<file path="config.mk">
export PLATFORM = sky130hd
export DESIGN_NAME = sample_decimator
export DESIGN_NICKNAME = d
export VERILOG_FILES = /design/src/rtl/sample_decimator_pkg.sv /design/src/rtl/sample_decimator_decim_counter.sv /design/src/rtl/sample_decimator.sv
export SDC_FILE = /design/constraint.sdc
export NUM_CORES = 1
export LEC_CHECK = 0
export ABC_AREA = 0
export CAP_MARGIN = 20
export CORE_MARGIN = 2
export CORE_UTILIZATION = 50
export DETAILED_ROUTE_END_ITERATION = 8
export GPL_TIMING_DRIVEN = 0
export PLACE_DENSITY = 0.81
export SLEW_MARGIN = 20
export SYNTH_ARGS = -nofsm -noshare
export SYNTH_HDL_FRONTEND = slang
export SYNTH_HIERARCHICAL = 1
export SYNTH_SLANG_ARGS = --single-unit
</file>
<file path="constraint.sdc">
create_clock -name clock -period 3.35 [get_ports clock]
set_clock_uncertainty 0.15 [all_clocks]
set_input_delay 0.5025 -clock clock [delete_from_list [all_inputs] [get_ports clock]]
set_output_delay 0.5025 -clock clock [all_outputs]
set_load 0.05 [all_outputs]
</file>
<file path="src/rtl/sample_decimator_pkg.sv">
// Shared widths and helpers for the sample decimator.
// The byte-lane mask helper is used only when SAMPLE_DECIMATOR_GROUP_MASK_EN is defined.
package sample_decimator_pkg;

    localparam int unsigned DEF_DATA_WIDTH = 32;
    localparam int unsigned DEF_DIV_WIDTH  = 24;
    localparam int unsigned GROUP_COUNT    = DEF_DATA_WIDTH / 8;

    // Expands one bit per channel group into a full-width mask of the disabled byte lanes.
    function automatic logic [DEF_DATA_WIDTH-1:0] group_mask(input logic [GROUP_COUNT-1:0] groups);
        logic [DEF_DATA_WIDTH-1:0] mask;
        mask = '0;
        for (int g = 0; g < int'(GROUP_COUNT); g++) begin
            mask[g*8 +: 8] = {8{groups[g]}};
        end
        return mask;
    endfunction

endpackage

</file>
<file path="src/rtl/sample_decimator_decim_counter.sv">
// Divider register and decimation down-counter; raises capture for each word to forward.
// Priority: divider write, then enable low, then valid-word counting.
module decim_counter
    import sample_decimator_pkg::*;
#(
    parameter int unsigned DIV_WIDTH = DEF_DIV_WIDTH
) (
    input  logic                 clock,
    input  logic                 resetN,
    input  logic                 enable,
    input  logic                 validIn,
    input  logic                 wrDivider,
    input  logic [DIV_WIDTH-1:0] divider,
    output logic                 capture
);

    localparam logic [DIV_WIDTH-1:0] ONE = {{(DIV_WIDTH-1){1'b0}}, 1'b1};

    logic [DIV_WIDTH-1:0] div_reg_q, div_reg_d;
    logic [DIV_WIDTH-1:0] counter_q, counter_d;

    always_comb begin
        div_reg_d = div_reg_q;
        counter_d = counter_q;
        capture   = 1'b0;
        if (wrDivider) begin
            div_reg_d = divider;
            counter_d = '0;
        end else if (!enable) begin
            counter_d = '0;
        end else if (validIn) begin
            if (counter_q == '0) begin
                capture   = 1'b1;
                counter_d = div_reg_q;
            end else begin
                counter_d = counter_q - ONE;
            end
        end
    end

    always_ff @(posedge clock or negedge resetN) begin
        if (!resetN) begin
            div_reg_q <= '0;
            counter_q <= '0;
        end else begin
            div_reg_q <= div_reg_d;
            counter_q <= counter_d;
        end
    end

endmodule

</file>
<file path="src/rtl/sample_decimator.sv">
// Forwards one of every (divider+1) valid filtered words with a registered one-cycle strobe.
// Optional per-byte group masking of the captured word: SAMPLE_DECIMATOR_GROUP_MASK_EN.
module sample_decimator
    import sample_decimator_pkg::*;
#(
    parameter int unsigned DATA_WIDTH = DEF_DATA_WIDTH,
    parameter int unsigned DIV_WIDTH  = DEF_DIV_WIDTH
) (
    input  logic                    clock,
    input  logic                    resetN,
    input  logic [DATA_WIDTH-1:0]   dataInput,
    input  logic                    validIn,
    input  logic                    enable,
    input  logic [DIV_WIDTH-1:0]    divider,
    input  logic                    wrDivider,
`ifdef SAMPLE_DECIMATOR_GROUP_MASK_EN
    input  logic [DATA_WIDTH/8-1:0] disabledGroups,
`endif
    output logic [DATA_WIDTH-1:0]   dataOutput,
    output logic                    validOut
);

    logic                  capture;
    logic [DATA_WIDTH-1:0] captured_word;
    logic [DATA_WIDTH-1:0] data_q, data_d;
    logic                  valid_q, valid_d;

    decim_counter #(
        .DIV_WIDTH (DIV_WIDTH)
    ) u_decim_counter (
        .clock     (clock),
        .resetN    (resetN),
        .enable    (enable),
        .validIn   (validIn),
        .wrDivider (wrDivider),
        .divider   (divider),
        .capture   (capture)
    );

`ifdef SAMPLE_DECIMATOR_GROUP_MASK_EN
    assign captured_word = dataInput & ~group_mask(disabledGroups);
`else
    assign captured_word = dataInput;
`endif

    always_comb begin
        data_d  = data_q;
        valid_d = capture;
        if (capture) begin
            data_d = captured_word;
        end
    end

    always_ff @(posedge clock or negedge resetN) begin
        if (!resetN) begin
            data_q  <= '0;
            valid_q <= 1'b0;
        end else begin
            data_q  <= data_d;
            valid_q <= valid_d;
        end
    end

    assign dataOutput = data_q;
    assign validOut   = valid_q;

endmodule

</file>
# Yosys cells after proc, flatten, opt, wreduce, memory -nomap -nowiden
# Index checks and enable logic that the tools add are counted.
# totals
inputBits	61
regBits	81
elab_cells	15
output_inout_bits	33
# op_classes
reduce_logical	1
muxes	8
eq_ne	1
n_addsub	1
# op_table
cell	count
24-bit 2-to-1 mux	4
24-bit zero test	1
24-bit by 1-bit subtractor with 24-bit output, second input constant	1
1-bit 2-to-1 mux	4
3-bit by 2-bit != test with 1-bit output, second input constant	1

# Depth between registers and ports, before layout
# Gate-level depths: netlist of run 1.
# logic_depth
depth_word	5
depth_mapped	10
mapped_depth_nobuf	7

# Modules after synthesis
# The synthesis of run 1 kept the hierarchy.
# modules_own_cells
mod	cells_each	area_each_um2	seq_area_each_um2	instances
decim_counter	255	2687.6	1201.2	1
sample_decimator	69	1370.1	825.8	1

# Worst setup path after synthesis of run 1
# No wires, ideal clock.
# synth_path
path_kind	register to register
from	register u_decim_counter.counter_q[4]
to	register data_q[0], in the netlist dataOutput[0]
t_arrival_ns	2.364
path_stages_with_launch	11
synth_period_minus_slack_ns	2.640
setup_time_ns	0.125
required_time_ns	3.075
n_path_buf	5
path_slack_ns	0.710
cell_sequence	dfrtp_1 buf_2 nor4_2 nand4_2 or2_0 buf_4 buf_8 nor3_1 buf_6 buf_12 mux2_4
# synth_between
elab_chain_len	5
# synth_lines
element	line	text
start: declaration	sample_decimator_decim_counter.sv:20	logic [DIV_WIDTH-1:0] counter_q, counter_d;
start signal: assignment	sample_decimator_decim_counter.sv:47	counter_q <= counter_d;
24-bit zero test	sample_decimator_decim_counter.sv:32	if (counter_q == '0) begin
1-bit 2-to-1 mux	sample_decimator_decim_counter.sv:32	
1-bit 2-to-1 mux	sample_decimator_decim_counter.sv:31	end else if (validIn) begin
1-bit 2-to-1 mux	sample_decimator_decim_counter.sv:29	end else if (!enable) begin
1-bit 2-to-1 mux	sample_decimator_decim_counter.sv:26	if (wrDivider) begin
net capture	sample_decimator.sv:23	logic capture;
end signal: assignment	sample_decimator.sv:59	data_q <= data_d;
end: declaration	sample_decimator.sv:25	logic [DATA_WIDTH-1:0] data_q, data_d;
# The timed path passes the listed nets, and every way through them passes these cells.
# A chain may end at the register's enable or synchronous reset.

# Final worst setup path of run 1
# layout_path
from	register u_decim_counter.counter_q[4]
to	register data_q[12], in the netlist dataOutput[12]
# Same word-level chain as after synthesis.

==> flow_metrics.py, run 1 <==
metrics = {
    "timing": {
        "setup_viol_count_final": 0,
        "timing.final.max_slew_violations": 0,
        "setup_slack_ns": 0.411,
        "min_period_ns": 2.94,
        "grt_setup_unrepaired": "no",
        "slew_headroom": 0.547,
        "fin_hold_ws_ns": 0.360,
        "finalHoldViolations": 0,
        "slew_at_the_pin_closest_to_its_max_slew_limit_ns": 0.678,
        "fmax_ghz": 0.340,
        "finalSetupTns_ns": 0,
        "final.period_utilization": 0.877,
    },
    "clocking": {
        "cts_made_buffers": 9,
        "cts_hold_buffers": 1,
        "worst_skew_pair.late_latency_ns": 0.35,
        "htree_num_levels": 3,
        "clk_root_buffer_cell": "sky130_fd_sc_hd__clkbuf_8",
        "cts_tree": "built",
        "cts-root-to-sink-buffers": 2,
        "clk_sinks": 81,
        "postCtsSetupBuffers": 0,
        "worst_setup_hold_path_clk_slew_ns": 0.08,
        "count_of_cells_resized_by_post_cts_repair": 0,
    },
    "critical_path": {
        "cp_data_required_time_ns": 3.44,
        "critical_path.endpoint_type": "flop",
        "critical_path.n_buffers_inverters": 5,
        "cp_slowest_cell": "sky130_fd_sc_hd__nor4_2",
        "path_max_fanout": 10,
        "worst_r2r_path_depth": 10,
        "rr_endpoint": "dataOutput[12]",
        "reg2reg_from": "u_decim_counter/counter_q[4]",
        "r2r_setup_slack_ns": 0.41,
        "timing.critical_path.cells": "buf_2 > nor4_2 > nand4_2 > or2_0 > buf_4 > buf_8 > nor3_1 > buf_6 > buf_12 > mux2_4",
        "cpLargestDelayFamily": "simple AND/OR/NAND/NOR gates",
        "start_kind": "flop",
        "critical_path_arrival_ns": 3.03,
        "crit_path_class": "flop to flop",
        "critical-path-max-stage-delay_ns": 0.38,
    },
    "floorplan": {
        "die_wd_um": 94.1,
        "num_rows": 32,
        "die_y_um": 94.1,
        "initial_core_utilization": 0.520,
        "die-area_sq_um": 8850,
        "fp.coreArea_sq_um": 7810,
        "boundaryPins": 94,
    },
    "global_route": {
        "grt_usage": 0.230,
        "first_global_vias": 3178,
        "grt_max_degree": 52,
        "number_of_antenna_violations_at_the_first_check_in_global_routing": 0,
        "grt_pass1_wl_um": 15800,
        "gr-total-overflow": 0,
    },
    "routing": {
        "detailedRoute.firstPassIterationCount": 5,
        "avgRoutedWirePerCell_um": 18.1,
        "routed_wl_um": 9690,
        "via_count": 3137,
        "antenna_violating_nets_post_route": 0,
        "first_iter_violations": 335,
        "viasPerCell": 5.85,
        "remaining_drc_errors": 0,
    },
    "layout": {
        "syn2layout_area_growth_pct": 31.5,
        "nNetsFinal": 492,
        "total_area_of_multi_input_combinational_cells_sq_um": 1810,
        "ff_latch_area_sq_um": 2030,
        "insertedDiodeCount": 0,
        "drive_above_1_share": 0.226,
        "postLayoutCellArea_sq_um": 5340,
        "fillerInstances": 585,
    },
    "min_path": {
        "worstHoldStart": "u_decim_counter/div_reg_q[4]",
        "capture_endpoint_of_the_worst_hold_path": "u_decim_counter/div_reg_q[4]",
        "hp-class": "flop to flop",
        "holdPathStages": 1,
    },
    "run": {
        "max-cap-violations": 0,
    },
    "synthesis": {
        "synth.lib_cells_used.distinct": 51,
        "syn_area_sq_um": 4060,
        "syn-num-nets": 387,
        "number_of_synthesized_flops_with_an_enable_pin": 0,
        "syn-mean-instance-area_sq_um": 12.5,
        "postSynth.asyncResetShare": 1.00,
        "synth.yosys.seq_area_share": 0.500,
        "ys_dominant_reg_cell": "sky130_fd_sc_hd__dfrtp_1",
        "synthesized_flop_and_latch_total": 81,
        "ys.warnings.count": 6,
        "syn-instance-count": 324,
    },
    "placement": {
        "gpl.final_weighted_congestion": 0.891,
        "portBuffers": 92,
        "detailed_place_hpwl_um": 7120,
        "dp_slack_ns": 0.388,
        "instance_area_after_placement_sq_um": 5130,
    },
    "power": {
        "irDropWorstVdd_v": 0.000530,
        "p_leak_nw": 2.24,
        "power.density_cell_area_nw_per_um2": 909,
    },
    "status": {
        "status": "complete, no violations",
    },
}
-- through the flow --
step,util,power (mW),cells
6_report,0.683,4.85,536
5_1_grt,0.683,5.09,536
4_1_cts,0.683,4.86,536
3_5_place_dp,0.657,4.14,519
3_3_place_gp,0.654,4.06,518
2_1_floorplan,-,3.34,324
-- report_power, final --
group          switching [mW]  total (mW)  leakage, nW  internal (mW)
Combinational            1.56        2.70         1.13           1.14
Sequential              0.200        1.44         1.02           1.24
Clock                   0.362       0.709       0.0929          0.347
-- cell families after synthesis --
kind of cell,synth area share
multiplexers,0.204
adder cells (fa/ha/maj),0.00617
flip-flops,0.500
AO/OA/AOI/OAI,0.104
buffers and inverters,0.0533
AND/OR/NAND/NOR,0.133
-- registers in the layout (all words and copies together) (netlist names) --
signal and count:
dataOutput 32, u_decim_counter/counter_q 24, u_decim_counter/div_reg_q 24, validOut 1
-- worst max path at each step --
| stage | startpoint | end | slack [ns] | cells after the start |
|---|---|---|---|---|
| after floorplan | u_decim_counter/counter_q[4] | dataOutput[0] | 0.71 | 10 |
| after global placement | resetN | dataOutput[28] | -1.20 | 1 |
| after detailed placement | u_decim_counter/counter_q[4] | dataOutput[28] | 0.39 | 10 |
| after CTS | u_decim_counter/counter_q[4] | dataOutput[24] | 0.38 | 10 |
| after global routing | u_decim_counter/counter_q[4] | dataOutput[2] | 0.28 | 10 |
| final | u_decim_counter/counter_q[4] | dataOutput[12] | 0.41 | 10 |
-- layout make-up --
type / instances / share of cell area
plain buffers: 21 / 0.0356
clock buffers: 10 / 0.0239
clock inverters: 6 / 0.0127
inverters: 7 / 0.00492
multi-input cells: 215 / 0.340
flip-flops and latches: 81 / 0.380
well taps: 102 / 0.0239
repair buffers: 94 / 0.179
-- cells in the mapped netlist, drive strengths merged (2+ instances only) --
cell type,n,area [sq um]
dfrtp,81,2030
nand2,16,62.6
nand3,5,25.0
inv,7,26.3
or4,4,30.0
buf,12,146
nand4,6,56.3
nor4,8,86.3
a211oi,6,45.0
a31oi,4,25.0
o32ai,2,17.5
nor3,19,123
a221oi,3,26.3
mux2i,4,40.0
a21oi,6,30.0
a32o,7,70.1
o41ai,3,26.3
o22ai,3,18.8
mux2,60,788
nor2b,2,12.5
a2bb2oi,2,17.5
ha,2,25.0
o21ai,23,115
clkbuf,9,43.8
nor2,16,67.6
or3,3,18.8
nand2b,3,18.8
-- layer usage --
metal | global-route usage | vias up | part of all wire
met5 | 0 | - | 0
met1 | 0.308 | 1554 | 0.40
met4 | 0.0857 | 0 | 0.023
met2 | 0.373 | 136 | 0.51
li1 | - | 1424 | -
met3 | 0.0433 | 23 | 0.067
-- placed cells by master, fill, tap and decap left out, types with 3 or more instances in the layout --
cell	Yosys	layout
sky130_fd_sc_hd__clkdlybuf4s50_1	0	91
sky130_fd_sc_hd__dfrtp_1	81	81
sky130_fd_sc_hd__mux2_4	30	30
sky130_fd_sc_hd__mux2_2	25	25
sky130_fd_sc_hd__nor3_1	16	16
sky130_fd_sc_hd__o21ai_0	16	16
sky130_fd_sc_hd__nor2_1	15	15
sky130_fd_sc_hd__nand2_1	15	15
sky130_fd_sc_hd__clkbuf_8	1	10
sky130_fd_sc_hd__clkbuf_1	8	9
sky130_fd_sc_hd__a32o_1	7	7
sky130_fd_sc_hd__o21ai_1	7	7
sky130_fd_sc_hd__inv_1	6	6
sky130_fd_sc_hd__a21oi_1	6	6
sky130_fd_sc_hd__a211oi_1	6	6
sky130_fd_sc_hd__nor4_1	5	5
sky130_fd_sc_hd__mux2_1	5	5
sky130_fd_sc_hd__nand3_1	5	5
sky130_fd_sc_hd__or4_1	4	4
sky130_fd_sc_hd__mux2i_1	4	4
sky130_fd_sc_hd__a31oi_1	4	4
sky130_fd_sc_hd__buf_6	3	3
sky130_fd_sc_hd__buf_12	3	3
sky130_fd_sc_hd__buf_2	3	3
sky130_fd_sc_hd__nand2b_1	3	3
sky130_fd_sc_hd__nand4_2	3	3
sky130_fd_sc_hd__or3_1	3	3
sky130_fd_sc_hd__nand4_1	3	3
sky130_fd_sc_hd__o22ai_1	3	3
sky130_fd_sc_hd__o41ai_1	3	3
sky130_fd_sc_hd__a221oi_1	3	3
No activity file was read; power rests on OpenSTA's default activity.
==> run 2: changes to the inputs <==
--- a/config.mk
+++ b/config.mk
@@ -10,7 +10,6 @@
 export CORE_MARGIN = 2
 export CORE_UTILIZATION = 50
 export DETAILED_ROUTE_END_ITERATION = 8
-export GPL_TIMING_DRIVEN = 0
 export PLACE_DENSITY = 0.81
 export SLEW_MARGIN = 20
 export SYNTH_ARGS = -nofsm -noshare
==> run 2 against run 1 <==
  * Critical path depth decreased by 4
  * Sequential cell count unchanged
  * Clock-buffer cell count fell by 1
  * Sequential power about the same
  * Fmax increased by 13%
  * Cell area shrank 1.9%
  * Critical path type unchanged
  * Critical endpoint is now dataOutput[31]
  * Highest routed layer unchanged
==> flow_metrics.py, run 2 (synthesis results as in run 1) <==
metrics = {
    "status": {
        "status": "complete, no violations",
    },
    "clocking": {
        "cts_hold_buffers": 0,
        "clk_root_buffer_cell": "sky130_fd_sc_hd__clkbuf_8",
        "worst_skew_pair.late_latency_ns": 0.35,
        "cts_tree": "built",
        "cts_made_buffers": 9,
        "count_of_cells_resized_by_post_cts_repair": 0,
        "postCtsSetupBuffers": 0,
        "clk_sinks": 81,
        "cts-root-to-sink-buffers": 2,
        "worst_setup_hold_path_clk_slew_ns": 0.09,
        "htree_num_levels": 3,
    },
    "timing": {
        "slew_at_the_pin_closest_to_its_max_slew_limit_ns": 0.742,
        "fmax_ghz": 0.386,
        "finalHoldViolations": 0,
        "finalSetupTns_ns": 0,
        "fin_hold_ws_ns": 0.0288,
        "min_period_ns": 2.59,
        "slew_headroom": 0.505,
        "grt_setup_unrepaired": "no",
        "final.period_utilization": 0.773,
        "timing.final.max_slew_violations": 0,
        "setup_viol_count_final": 0,
    },
    "routing": {
        "viasPerCell": 5.84,
        "remaining_drc_errors": 0,
        "routed_wl_um": 9590,
        "detailedRoute.firstPassIterationCount": 4,
        "via_count": 3039,
        "first_iter_violations": 268,
        "antenna_violating_nets_post_route": 0,
        "avgRoutedWirePerCell_um": 18.4,
    },
    "critical_path": {
        "startpoint": "u_decim_counter/counter_q[4]",
        "start_kind": "flop",
        "cp_slowest_cell": "sky130_fd_sc_hd__dfrtp_1",
        "critical_path_arrival_ns": 2.69,
        "critical_path.endpoint_type": "flop",
        "reg2reg_from": "u_decim_counter/counter_q[4]",
        "critical-path-max-stage-delay_ns": 0.49,
        "path_max_fanout": 33,
        "timing.critical_path.cells": "nor4_2 > nand4_2 > or2_0 > nor3_2 > buf_12 > mux2_2",
        "crit_path_class": "flop to flop",
        "cp_data_required_time_ns": 3.45,
    },
    "power": {
        "p_int_mw": 2.79,
        "swShare": 0.428,
        "pwr-share-seq": 0.301,
        "total_power_mw": 4.87,
        "p_leak_nw": 2.20,
        "power.density_cell_area_nw_per_um2": 931,
        "irDropWorstVdd_v": 0.000561,
        "combinational_share_of_power": 0.522,
        "power_frac_clock": 0.177,
        "psw_mw": 2.08,
    },
    "layout": {
        "ff_latch_area_sq_um": 2030,
        "postLayoutCellArea_sq_um": 5240,
        "syn2layout_area_growth_pct": 29.0,
        "final_common_cell": "sky130_fd_sc_hd__clkdlybuf4s50_1",
        "fillerInstances": 588,
        "total_area_of_multi_input_combinational_cells_sq_um": 1820,
        "drive_above_1_share": 0.220,
        "insertedDiodeCount": 0,
        "mostFrequentLayoutCells": "sky130_fd_sc_hd__clkdlybuf4s50_1 (92), sky130_fd_sc_hd__dfrtp_1 (81), sky130_fd_sc_hd__mux2_4 (30), sky130_fd_sc_hd__mux2_2 (25), sky130_fd_sc_hd__o21ai_0 (16)",
        "nNetsFinal": 477,
        "largest_reg_flops": 32,
    },
    "global_route": {
        "number_of_antenna_violations_at_the_first_check_in_global_routing": 0,
        "first_global_vias": 3146,
        "grt_pass1_wl_um": 15600,
        "gr-total-overflow": 0,
        "grt_usage": 0.227,
        "grt_max_degree": 82,
    },
    "floorplan": {
        "fp.coreArea_sq_um": 7810,
        "num_rows": 32,
        "initial_core_utilization": 0.520,
        "die_y_um": 94.1,
        "die-area_sq_um": 8850,
        "die_wd_um": 94.1,
        "boundaryPins": 94,
    },
    "run": {
        "max-cap-violations": 0,
    },
    "placement": {
        "portBuffers": 93,
        "gpl.final_weighted_congestion": 0.853,
        "instance_area_after_placement_sq_um": 4990,
        "detailed_place_hpwl_um": 6710,
    },
    "min_path": {
        "hp-class": "primary input to asynchronous set/reset pin",
    },
}
-- run 2: cell count changes in the layout (fill, tap and decap cells not counted), moves of 2 or more --
cell	before	now
sky130_fd_sc_hd__buf_8	2	0
sky130_fd_sc_hd__buf_4	2	6
sky130_fd_sc_hd__buf_12	3	1
sky130_fd_sc_hd__buf_6	3	1
sky130_fd_sc_hd__buf_2	3	0
sky130_fd_sc_hd__clkbuf_1	9	0
sky130_fd_sc_hd__bufinv_16	1	3
-- run 2: worst paths after layout --
| path | endpoint | slack, ns | depth (start not counted) |
|---|---|---|---|
| max | dataOutput[31] | 0.76 | 6 |
| min | u_decim_counter/div_reg_q[5] | 0.03 | 1 |
| max reg2reg | dataOutput[31] | 0.76 | 6 |
| min reg2reg | u_decim_counter/div_reg_q[20] | 0.36 | 1 |
| max in group asynchronous | u_decim_counter/div_reg_q[10] | 2.50 | 1 |
| min in group clock | u_decim_counter/div_reg_q[20] | 0.36 | 1 |
-- run 2: layout make-up --
cell class                      count  area share
Inverter                            7     0.00502
Tap cell                          102      0.0244
Clock inverter                      6      0.0220
Clock buffer                        9      0.0237
Sequential cell                    81       0.387
Multi-Input combinational cell    215       0.347
Timing Repair Buffer              100       0.190
-- run 2: worst max-delay path, delay by kind of cell, from the launching register on --
family	cells	cell delay, ns
buffers and inverters	1	0.29
multiplexers	1	0.36
AND/OR/NAND/NOR	4	1.18
flip-flops	1	0.49
-- run 2: metrics by stage --
| stage | instances | setup slack [ns] | utilization |
|---|---|---|---|
| detailed placement | 505 | 0.770 | 0.640 |
| floorplan | 324 | 0.710 | - |
| CTS | 520 | 0.759 | 0.670 |
| global placement | 505 | 0.814 | 0.640 |
| finish | 520 | 0.760 | 0.671 |
| global route | 520 | 0.625 | 0.671 |
-- run 2: layer usage --
layer | global-route usage | vias to the layer above | wire length (um)
met1 | 0.296 | 1535 | 3920
met4 | 0.0785 | 0 | 149
met2 | 0.374 | 90 | 5050
li1 | - | 1400 | -
met5 | 0 | - | 0
met3 | 0.0490 | 14 | 463
-- run 2: power groups by stage --
| stage | clock network [mW] | registers [mW] | logic, mW |
|---|---|---|---|
| global route | 0.914 | 1.50 | 2.70 |
| finish | 0.862 | 1.47 | 2.54 |
| global placement | 0 | 1.47 | 2.47 |
| CTS | 0.877 | 1.47 | 2.54 |
| detailed placement | 0 | 1.48 | 2.52 |
| floorplan | 0 | 2.07 | 1.27 |
